==> src/rtl/lsu_m.sv <==
// lsu_m: RV32I load/store unit with request/grant/response data-memory handshake
module lsu_m (
  input  logic        clk,
  input  logic        reset,
  input  logic        start,
  input  logic        is_store,
  input  logic [2:0]  funct3,
  input  logic [31:0] rs1,
  input  logic [31:0] offset,
  input  logic [31:0] store_data,
  output logic        busy,
  output logic        done,
  output logic        fault,
  output logic [31:0] load_result,
  output logic        mem_req,
  output logic        mem_we,
  output logic [31:0] mem_addr,
  output logic [3:0]  mem_be,
  output logic [31:0] mem_wdata,
  input  logic        mem_gnt,
  input  logic        mem_rvalid,
  input  logic [31:0] mem_rdata
);
  typedef enum logic [1:0] {IDLE, REQ, WAIT, DONE} state_t;
  state_t      r_state;
  logic        r_store;
  logic [2:0]  r_f3;
  logic [1:0]  r_lo;
  logic [31:0] w_ea;
  logic        w_illegal;
  logic        w_misalign;
  logic [3:0]  w_be;
  logic [31:0] w_wdata;
  logic [7:0]  w_byte;
  logic [15:0] w_half;
  logic [31:0] w_ld;
  assign w_ea       = rs1 + offset;
  assign w_illegal  = is_store ? (funct3 >= 3'b011) : (funct3[1:0] == 2'b11 || funct3 == 3'b110);
  assign w_misalign = (funct3[1:0] == 2'b01 && w_ea[0]) || (funct3[1:0] == 2'b10 && w_ea[1:0] != 2'b00);
  assign w_be       = funct3[1:0] == 2'b00 ? 4'b0001 << w_ea[1:0] :
                      funct3[1:0] == 2'b01 ? (w_ea[1] ? 4'b1100 : 4'b0011) : 4'b1111;
  assign w_wdata    = funct3[1:0] == 2'b00 ? {4{store_data[7:0]}} :
                      funct3[1:0] == 2'b01 ? {2{store_data[15:0]}} : store_data;
  // lane selection uses the offset latched at start, not the live inputs
  assign w_byte     = mem_rdata[{r_lo, 3'b000} +: 8];
  assign w_half     = mem_rdata[{r_lo[1], 4'b0000} +: 16];
  assign w_ld       = r_f3[1:0] == 2'b00 ? {{24{w_byte[7] & ~r_f3[2]}}, w_byte} :
                      r_f3[1:0] == 2'b01 ? {{16{w_half[15] & ~r_f3[2]}}, w_half} : mem_rdata;
  always_ff @(posedge clk or posedge reset) begin
    if (reset) begin
      r_state     <= IDLE;
      r_store     <= 1'b0;
      r_f3        <= 3'b000;
      r_lo        <= 2'b00;
      busy        <= 1'b0;
      done        <= 1'b0;
      fault       <= 1'b0;
      load_result <= 32'h0;
      mem_req     <= 1'b0;
      mem_we      <= 1'b0;
      mem_addr    <= 32'h0;
      mem_be      <= 4'h0;
      mem_wdata   <= 32'h0;
    end else begin
      done  <= 1'b0;
      fault <= 1'b0;
      case (r_state)
        IDLE: if (start) begin
          r_store <= is_store;
          r_f3    <= funct3;
          r_lo    <= w_ea[1:0];
          busy    <= 1'b1;
          if (w_illegal || w_misalign) begin
            r_state <= DONE;
            done    <= 1'b1;
            fault   <= 1'b1;
          end else begin
            r_state   <= REQ;
            mem_req   <= 1'b1;
            mem_we    <= is_store;
            mem_addr  <= {w_ea[31:2], 2'b00};
            mem_be    <= w_be;
            mem_wdata <= w_wdata;
          end
        end
        REQ: if (mem_gnt) begin
          mem_req <= 1'b0;
          mem_we  <= 1'b0;
          r_state <= r_store ? DONE : WAIT;
          done    <= r_store;
        end
        WAIT: if (mem_rvalid) begin
          load_result <= w_ld;
          r_state     <= DONE;
          done        <= 1'b1;
        end
        DONE: begin
          r_state <= IDLE;
          busy    <= 1'b0;
        end
        default: r_state <= IDLE;
      endcase
    end
  end
endmodule

==> config.mk <==
export PLATFORM = sky130hd
export DESIGN_NAME = lsu_m
export DESIGN_NICKNAME = d
export VERILOG_FILES = /design/src/rtl/lsu_m.sv
export SDC_FILE = /design/constraint.sdc
export NUM_CORES = 1
export LEC_CHECK = 0
export CAP_MARGIN = 20
export CORE_AREA = 2 2 146 148
export CTS_BUF_LIST = sky130_fd_sc_hd__clkbuf_4 sky130_fd_sc_hd__clkbuf_8
export DETAILED_ROUTE_END_ITERATION = 6
export DIE_AREA = 0 0 148 150
export PLACE_DENSITY_LB_ADDON = 0.1
export SKIP_LAST_GASP = 1
export SLEW_MARGIN = 40
export SYNTH_ARGS = -nofsm -noshare
export SYNTH_HDL_FRONTEND = slang
export SYNTH_SLANG_ARGS = --single-unit
==> constraint.sdc <==
create_clock -name clk -period 6.6 [get_ports clk]
set_clock_uncertainty 0.2 [all_clocks]
set_input_delay 0.99 -clock clk [delete_from_list [all_inputs] [get_ports clk]]
set_output_delay 0.99 -clock clk [all_outputs]
set_load 0.02 [all_outputs]
==> impl_metrics.toml <==
[timing]
slew_viol_final = 0
fin_crit_ps = 3737
postLayoutSetupSlackWorst_ps = 2863
maxSlewHeadroom = 0.4869
hold_violations = 0
tns_ps = 0
rsz0062_at_grt = "no"
max_freq_mhz = 267.6
worst_pin_slew_ps = 767.3
setup_viol = 0
holdWs_ps = 290.6
fin_crit_sh = 0.5663

[route]
ant_nets = 0
drtIter0Drc = 222
first_pass_iters = 4
routedWlPerCell_um = 16.30
met3_wirelength_um = 1267
drt_wl_total_um = 19790
num_vias = 5902
drc = 0
highest_layer = "met4"
met1_length_um = 8866
wl_met2_um = 9283
post_drt_via_cell_ratio = 4.862

[cells_and_area]
fillers = 2053
post-route-util = 0.4544
area_growth_pct = 44.08
drive_gt1_frac = 0.05857
nNetsFinal = 1107
antennaDiodeCount = 0

[synth]
synth_edf_count = 0
yosys-top-cells-count = "129 x nand2_1, 111 x dfrtp_1, 71 x o21ai_0"
syn_area_um2 = 6525
post-synth-top-count-cell = "nand2_1"
yosysWarningCount = 0
ys_ff_latch = 111
async_flop_share = 1.000
ys_seq_area_frac = 0.4257
synth_area_leader_cell = "dfrtp_1"
synth_cells = 713
avgSynthCellArea_um2 = 9.151
ys_types = 61
synth_top_area_frac = 0.4257
ys_top_cells_by_area = "dfrtp_1 43%, nand2_1 7.4%, ha_1 6.7%, mux2i_1 6.1%, o21ai_0 5.4%"
synth_ff_type = "dfrtp_1"

[worst_hold_path]
worstHoldStart = "load_result[5]"
hp-class = "flip-flop to flip-flop"

[power_and_ir_drop]
leakagePower_uw = 0.004107
power_density_nw_per_um2 = 379.6
vdd_drop_max_uv = 119.9

[clocking]
postCtsHoldBufs = 0
h-tree-depth = 3
cts_tree = "yes"
cts_root_buf = "clkbuf_8"
clock_path_buffers = 2
ctsResizeCount = 0
postCtsSetupBuffers = 0
clock_latency_ps = 380
path_clk_slew_ps = 110
cts_buffers = 9
numClockSinks = 111

[die]
start_util = 0.3154
core-area_um2 = 20690
die_h_um = 150
fp.dieW_um = 148
rows = 53
die_area_um2 = 22200
io_pins = 242

[global_routing]
grt_pass1_wl_um = 30950
antenna_found_initial = 0
grt_max_degree = 88
grt_overflow = 0
grt_use_total = 0.1776
grt_pass1_vias = 5899

[critical_path]
regToRegStartpoint = "r_lo[1]"
crit_required_ps = 6740
crit_type = "input pin to flip-flop"
arrival_ps = 3870
crit_fanout = 63
worstSetupEndpointType = "flip-flop"
startpoint_type = "input pin"
startpoint = "offset[0]"

[placed_design]
pre_cts_ws_ps = 2381
hpwl_um = 15120
io_buffers = 239
place_congestion = 0.8002

[flow_run]
max-cap-violations = 0

[status]
outcome = "finished clean"
## layer usage
| layer | global-route usage | vias to the layer above |
|---|---|---|
| met5 | 0 | - |
| met2 | 0.2866 | 189 |
| met4 | 0.05619 | 0 |
| met1 | 0.2370 | 2721 |
| met3 | 0.04085 | 28 |
| li1 | - | 2964 |
## final cells by class
class	instances	area, um^2	area share
clock inverter	6	75.07	0.007985
timing repair buffer	245	2450	0.2606
inverter	9	38.79	0.004126
clock buffer	10	137.6	0.01464
tap	275	344.1	0.03660
sequential	111	2778	0.2954
multi-input combinational	558	3578	0.3806
## flip-flops by register name (all words and copies together) (netlist names)
| signal | count |
|---|---|
| load_result | 32 |
| mem_wdata | 32 |
| mem_addr | 30 |
| mem_be | 4 |
| r_f3 | 3 |
| r_lo | 2 |
| r_state | 2 |
| busy | 1 |
| done | 1 |
| fault | 1 |
| mem_req | 1 |
| mem_we | 1 |
| r_store | 1 |
## placed cells by master, fill, tap and decap left out, drive strengths merged, types with 10 or more instances in the layout
cell type and instances:
a21oi 63, xnor2 10, dfrtp 111, mux2i 40, clkdlybuf4s50 239, nand2 129, a21o 16, clkbuf 10
xor2 14, o21a 13, nand3 12, nor2 56, o21ai 79, inv 12, ha 35
## cells by family (layout without fill, tap and decap cells)
| group | after synthesis | count (layout) | synth area share |
|---|---|---|---|
| adders and majority gates | 36 | 36 | 0.07018 |
| and+or+nand+nor | 236 | 236 | 0.1557 |
| DFF | 111 | 111 | 0.4257 |
| AOI/OAI and AO/OA | 206 | 206 | 0.1902 |
| xor gates and xnor gates | 24 | 24 | 0.03221 |
| other | 1 | 2 | 0.0005747 |
| muxes | 54 | 54 | 0.09760 |
| buffers and inverters | 45 | 270 | 0.02780 |
## stage by stage
stage | area, um^2 | total power, uW | std cells
after global routing | 9402 | 3830 | 1214
final | 9402 | 3569 | 1214
after detailed placement | 9166 | 3148 | 1197
after global placement | 9160 | 3141 | 1197
after CTS | 9379 | 3613 | 1213
after floorplan | 6529 | 2234 | 714
## worst max-delay path: stages
cell and delay, ps:
clkdlybuf4s50_1 470, ha_1 220, fa_1 480, nor4_1 360, nor2_1 130, or2_4 370, buf_12 220, or4_1 520
nand3_1 80
## power breakdown
| group | total (uW) | leakage, uW | switching (uW) | internal, uW |
|---|---|---|---|---|
| Combinational | 1880 | 0.00263 | 976 | 907 |
| Sequential | 1230 | 0.00136 | 236 | 997 |
| Clock | 453 | 0.000111 | 260 | 193 |
| Total | 3570 | 0.00411 | 1470 | 2100 |
## path summary, 6_finish.rpt
check / cells after the start / slack, ps / to
max in group asynchronous: 3 / 4250 / r_lo[0]
setup / recovery: 9 / 2860 / mem_addr[30]
setup reg to reg: 6 / 3590 / load_result[19]
min in group asynchronous: 2 / 860 / mem_wdata[22]
hold reg to reg: 2 / 290 / load_result[5]
hold / removal: 2 / 290 / load_result[5]
(Power assumes the default switching activity.)
